**config.mk**
```make
export PLATFORM = sky130hd
export DESIGN_NAME = ins_ram_responder
export DESIGN_NICKNAME = d
export VERILOG_FILES = /design/src/rtl/ins_ram_pkg.sv /design/src/rtl/ram_array_sp.sv /design/src/rtl/ins_ram_responder.sv
export SDC_FILE = /design/constraint.sdc
export NUM_CORES = 2
export LEC_CHECK = 0
export BUFFER_PORTS_ARGS = -buffer_cell sky130_fd_sc_hd__buf_2
export CORE_ASPECT_RATIO = 1.2
export CORE_UTILIZATION = 39
export CTS_CLUSTER_DIAMETER = 40
export CTS_CLUSTER_SIZE = 28
export DETAILED_ROUTE_END_ITERATION = 10
export PLACE_DENSITY = 0.58
export SLEW_MARGIN = 25
export SYNTH_ARGS = -nofsm -noshare
export SYNTH_HDL_FRONTEND = slang
export SYNTH_SLANG_ARGS = --single-unit
```
**constraint.sdc**
```tcl
create_clock -name clk -period 4 [get_ports clk]
set_input_delay 0.2 -clock clk [delete_from_list [all_inputs] [get_ports clk]]
set_output_delay 0.2 -clock clk [all_outputs]
set_load 0.01 [all_outputs]
```
**src/rtl/ins_ram_pkg.sv**
```systemverilog
// Shared definitions for the instruction-memory responder and the CPU datapath.
`default_nettype none

package ins_ram_pkg;

  localparam int WORD_W = 16;
  localparam logic [WORD_W-1:0] NOP_WORD = 16'h0000;

  typedef enum logic [1:0] {
    ST_IDLE = 2'd0,
    ST_WAIT = 2'd1,
    ST_RESP = 2'd2
  } state_t;

endpackage

`default_nettype wire

```
**src/rtl/ram_array_sp.sv**
```systemverilog
// 2**AW x WORD_W instruction array: synchronous write, registered read.
`default_nettype none

module ram_array_sp
  import ins_ram_pkg::*;
#(
  parameter int AW = 8
) (
  input  logic              clk,
  input  logic              rst,
  input  logic              wr_en,
  input  logic [AW-1:0]     wr_addr,
  input  logic [WORD_W-1:0] wr_data,
  input  logic              rd_en,
  input  logic              rd_nop,
  input  logic [AW-1:0]     rd_addr,
  output logic [WORD_W-1:0] rd_data
);

  logic [WORD_W-1:0] mem [2**AW];

  // Contents are deliberately left out of reset so a preloaded program survives it.
  always_ff @(posedge clk) begin
    if (wr_en) begin
      mem[wr_addr] <= wr_data;
    end
  end

  // Read and same-edge write both sample old contents, so a colliding write is not seen.
  always_ff @(posedge clk or negedge rst) begin
    if (!rst) begin
      rd_data <= NOP_WORD;
    end else if (rd_en) begin
      rd_data <= rd_nop ? NOP_WORD : mem[rd_addr];
    end
  end

endmodule

`default_nettype wire

```
**src/rtl/ins_ram_responder.sv**
```systemverilog
// Memory end of the CPU fetch handshake: fixed-latency read with one-cycle response strobe.
`default_nettype none

module ins_ram_responder
  import ins_ram_pkg::*;
#(
  parameter int AW      = 8,
  parameter int LATENCY = 2
) (
  input  logic              clk,
  input  logic              rst,
  input  logic              en_ram_in,
  input  logic [WORD_W-1:0] addr,
  output logic [WORD_W-1:0] ins,
  output logic              en_ram_out,
  output logic              addr_err,
  output logic              busy,
  input  logic              wr_en,
  input  logic [AW-1:0]     wr_addr,
  input  logic [WORD_W-1:0] wr_data
);

  state_t        state;
  logic [3:0]    cnt;
  logic [AW-1:0] lat_addr;
  logic          lat_oob;
  logic          rd_en;

  // The array read happens on the same edge that enters RESP, so ins lands with the strobe.
  assign rd_en = (state == ST_WAIT) && (cnt == 4'd0);

  always_ff @(posedge clk or negedge rst) begin
    if (!rst) begin
      state      <= ST_IDLE;
      cnt        <= 4'd0;
      lat_addr   <= '0;
      lat_oob    <= 1'b0;
      en_ram_out <= 1'b0;
      addr_err   <= 1'b0;
      busy       <= 1'b0;
    end else begin
      case (state)
        ST_IDLE: begin
          en_ram_out <= 1'b0;
          addr_err   <= 1'b0;
          if (en_ram_in) begin
            lat_addr <= addr[AW-1:0];
            lat_oob  <= |addr[WORD_W-1:AW];
            cnt      <= 4'(LATENCY - 1);
            busy     <= 1'b1;
            state    <= ST_WAIT;
          end
        end
        ST_WAIT: begin
          // cnt counts remaining edges before the RESP-entry edge (zero for LATENCY=1).
          if (cnt == 4'd0) begin
            en_ram_out <= 1'b1;
            addr_err   <= lat_oob;
            state      <= ST_RESP;
          end else begin
            cnt <= cnt - 4'd1;
          end
        end
        ST_RESP: begin
          en_ram_out <= 1'b0;
          addr_err   <= 1'b0;
          busy       <= 1'b0;
          state      <= ST_IDLE;
        end
        default: begin
          state <= ST_IDLE;
        end
      endcase
    end
  end

  ram_array_sp #(
    .AW(AW)
  ) u_ram (
    .clk     (clk),
    .rst     (rst),
    .wr_en   (wr_en),
    .wr_addr (wr_addr),
    .wr_data (wr_data),
    .rd_en   (rd_en),
    .rd_nop  (lat_oob),
    .rd_addr (lat_addr),
    .rd_data (ins)
  );

endmodule

`default_nettype wire

```
==> results.env <==
VIAS_IN_THE_FIRST_GLOBAL_ROUTE=84660
DRT_WL_TOTAL_MM=471.1
SYN_AVG_CELL_AREA_SQ_UM=20.16
SETUP_SLACK_NS=0.04257
CRITICAL_PATH.MAX_STAGE_DELAY_NS=0.65
NUMBER_OF_FLOPS_MAPPED_TO_ENABLE_CELLS_BY_YOSYS=4096
PLACE_WS_NS=-0.2767
WIRE_LENGTH_OF_THE_FIRST_GLOBAL_ROUTING_PASS_MM=655.3
WORST-R2R-SETUP-SLACK_NS=0.04
CTS_MADE_BUFFERS=431
CHIPHEIGHT_UM=705.5
FIRSTDRTPASSITERS=8
PLACEMENT.IO_BUFFERS=62
TIGHTEST_SLEW_NS=1.189
SEQUENCE_OF_CELLS_ON_THE_CRITICAL_PATH='nand2_8, buf_12, buf_4, buf_4, o221ai_1, nor3_1, nor4_1, nand4_1, o31ai_2, a31o_1'
CLOCK.FMAX_MHz=252.7
WORST_EP_REQUIRED_TIME_NS=4.91
TIMING.HOLD.WS_NS=0.07732
POST-ROUTE-DRC-COUNT=0
CRIT_PATH_MAX_FANOUT=26
CRIT_ARRIVAL_NS=4.87
DIE-WIDTH_UM=588.3
WIRE_PER_INST_UM=32.33
CTS_ROOT_BUFFER='clkbuf_16'
DRIVE_ABOVE_1_SHARE_PCT=24.07
TRITONCTS_NUM_SINKS=4130
DETAILEDROUTE.FIRSTITERATIONVIOLATIONS=9773
CRITICAL_PATH.ENDPOINT_TYPE='register'
ANTENNA_VIOLATING_NETS_POST_ROUTE=0
HPWLAFTERDP_MM=289.7
GRT_REMAINING_OVERFLOW=0
GRT.TOTAL_USAGE_PCT=22.21
PLACE.GP.CONGESTION=0.8782
SLEW_VIOLATIONS=0
SYNTHESIS.NETS=8022
SYNTH-SEQ-CELLS=4130
ANTENNA_VIOLATIONS_BEFORE_REPAIR=33
INITIAL_UTILIZATION_PCT=39.14
INSERTION_DELAY_NS=0.97
SLEW_HEADROOM_PCT=20.76
MOST_FREQUENT_CELL_ON_THE_CRITICAL_PATH='buf_4'
POWER.STATIC_LEAKAGE_nW=60.60
AREA.GROWTH.SYNTH_TO_FINAL_PCT=16.15
WORST_R2R_ENDPOINT='u_ram.rd_data[11]'
PLACEMENTROWS=258
POST_DR_VIAS_CELL=5.848
HOLD_CLASS='primary input to register'
CLOCKBUFFERDEPTH=4
CLOCK-SKEW-FINAL_NS=0.04159
WORST-R2R-CELL-COUNT=10
SLOWEST_STAGE='dfrtp_4'
POST_CTS_SETUP_BUFFER_COUNT=0
FINAL_WORST_PATH_PERIOD_NEED_NS=3.957
WORST_SETUP_HOLD_PATH_CLK_SLEW_NS=0.07
START_KIND='register'
FINAL_NET_COUNT=8770
LAYOUT.CORE_UTILIZATION_PCT=45.46
CAP_VIOL_MAX_COUNT=0
RUN_STATUS='finished, final reports clean'
SYNTH_CELLS=7977
CRIT_START='lat_addr[1]'
WORST_SETUP_PATH_ENDPOINT='u_ram.rd_data[11]'
WORST_R2R_STARTPOINT='lat_addr[1]'
NUM_VIAS=85220
SYNTH_ASYNC_SR_FLOP_SHARE_PCT=0.8232
WORST_IR_DROP_VDD_uV=735.7
UNREPAIRED_SETUP_ENDPOINTS_AFTER_GLOBAL_ROUTING='no'
TRITONCTS_CLOCK_TREE='built'
YOSYS_WARNINGS=0
CORE_AREA_SQ_UM=410900
SYNTH-SEQ-AREA-SHARE_PCT=77.00
HTREE_LEVELS=5
POWERDENSITY_nW_PER_UM2=677.4
FINAL-HOLD-VIOLATION-COUNT=0
PIN_COUNT=63
SYN-CELL-AREA_SQ_UM=160900
SETUP_VIOLATING_ENDPOINT_COUNT_IN_THE_FINAL_REPORT=0
MAXIMUM_NUMBER_OF_PINS_ON_ONE_NET_BEFORE_GLOBAL_ROUTE_REPAIR=143
SYNTHDISTINCTLIBCELLS=79
FLOORPLAN.DIE_AREA_SQ_UM=415000
POST-ROUTE-PERIOD-UTIL_PCT=98.94
CRITICAL_PATH_CLASS='register to register'
POSTSYNTH.TOPFLOPCELL='edfxtp_1'
## per-layer routing
layer  up-vias  GRT usage (%)  part of all wire (%)
met5         -              0                 0.016
met4        12          9.631                   4.9
met3       800          3.438                   7.7
met2      3905          36.43                    48
met1     45480          29.39                    39
li1      35020              -                     -
## how the worst min path moves through the flow
stage	to	start	cells after the start
finish	u_ram.mem[154][1]	wr_en	4
CTS	u_ram.mem[154][1]	wr_en	4
floorplan	addr_err	rst	0
global placement	lat_addr[6]	rst	2
global route	u_ram.mem[154][0]	wr_en	4
detailed placement	lat_addr[6]	rst	2
## cell usage after synthesis (all sizes together) (102+ instances only)
| library cell | number | share of area, % |
|---|---|---|
| mux4 | 600 | 8.5 |
| nor3 | 170 | 0.53 |
| o22ai | 212 | 0.82 |
| clkbuf | 200 | 0.50 |
| nand2 | 102 | 0.24 |
| nor2 | 350 | 0.82 |
| buf | 295 | 1.7 |
| a21oi | 208 | 0.65 |
| mux2i | 861 | 5.4 |
| edfxtp | 4096 | 76 |
| o21ai | 119 | 0.37 |
| o221ai | 322 | 1.8 |
## critical path: cells and delay by family (launching register included)
family | cells | cell delay (ns)
AO/OA/AOI/OAI | 3 | 0.95
AND/OR/NAND/NOR | 4 | 1.41
buffers and inverters | 3 | 0.71
flip-flops | 1 | 0.65
## cell type report
type,instances,area (sq um)
flip-flops and latches,4130,123900
well taps,5460,6832
inverters,12,68.82
clock buffers,462,11050
clock inverters,344,3951
fillers,34480,224100
diodes,14,35.03
multi-input cells,3340,33640
repair buffers,810,7375
## metrics by stage
| stage | TNS (ns) | cells | instance area (sq um) | power, mW |
|---|---|---|---|---|
| 6_report | 0 | 14570 | 186800 | 126.5 |
| 5_1_grt | 0 | 14560 | 186800 | 130.1 |
| 4_1_cts | 0 | 14550 | 186700 | 127.1 |
| 3_5_place_dp | -0.2767 | 13710 | 171300 | 85.57 |
| 3_3_place_gp | -0.3186 | 13710 | 171300 | 85.42 |
| 2_1_floorplan | 0 | 7977 | 160900 | 71.51 |
## power breakdown
part | leakage, nW | switching (mW) | internal [mW]
Sequential | 37.2 | 0.400 | 47.8
Clock | 7.21 | 18.7 | 23.1
Combinational | 16.1 | 22.5 | 14.1
## flip-flops by register name, summed over array words and instances, names as in the netlist
register       count
u_ram.mem       4096
u_ram.rd_data     16
lat_addr           8
cnt                4
state              2
addr_err           1
busy               1
en_ram_out         1
lat_oob            1
## placed cells by master, fill, tap and decap left out, types with 19 or more instances in the layout
| master | n |
|---|---|
| nor4_1 | 45 |
| buf_4 | 617 |
| clkinv_1 | 19 |
| clkinv_2 | 37 |
| nor3_1 | 168 |
| dlygate4sd3_1 | 38 |
| nand4_1 | 24 |
| dfrtp_1 | 28 |
| nor2_1 | 321 |
| inv_8 | 61 |
| clkinv_8 | 27 |
| edfxtp_1 | 4096 |
| a21oi_1 | 208 |
| bufinv_16 | 33 |
| clkinv_4 | 24 |
| o221ai_1 | 319 |
| inv_6 | 82 |
| mux2i_1 | 861 |
| clkbuf_1 | 22 |
| buf_2 | 46 |
| a22oi_1 | 29 |
| nor2_2 | 28 |
| nand2_1 | 100 |
| o21ai_0 | 116 |
| buf_12 | 89 |
| nand3_1 | 68 |
| clkinvlp_4 | 50 |
| mux4_1 | 30 |
| clkbuf_16 | 436 |
| mux4_2 | 570 |
| o22ai_1 | 212 |
## cell families after synthesis
logic type,Yosys count,share of synthesized area (%)
AND/OR/NAND/NOR,818,2.326
XOR/XNOR,2,0.01089
buffers and inverters,507,2.198
adder cells (fa/ha/maj),1,0.007777
flip-flops,4130,77.00
multiplexers,1475,13.93
AO/OA/AOI/OAI,1044,4.534
## what timing repair did
item / CTS / global route
pin swaps: 0 / 0
hold endpoints to repair: 1670 / 0
hold buffers: 38 / 0
gates resized for setup: 4 / 2
setup endpoints to repair: 3 / 2
(Power assumes the default switching activity.)
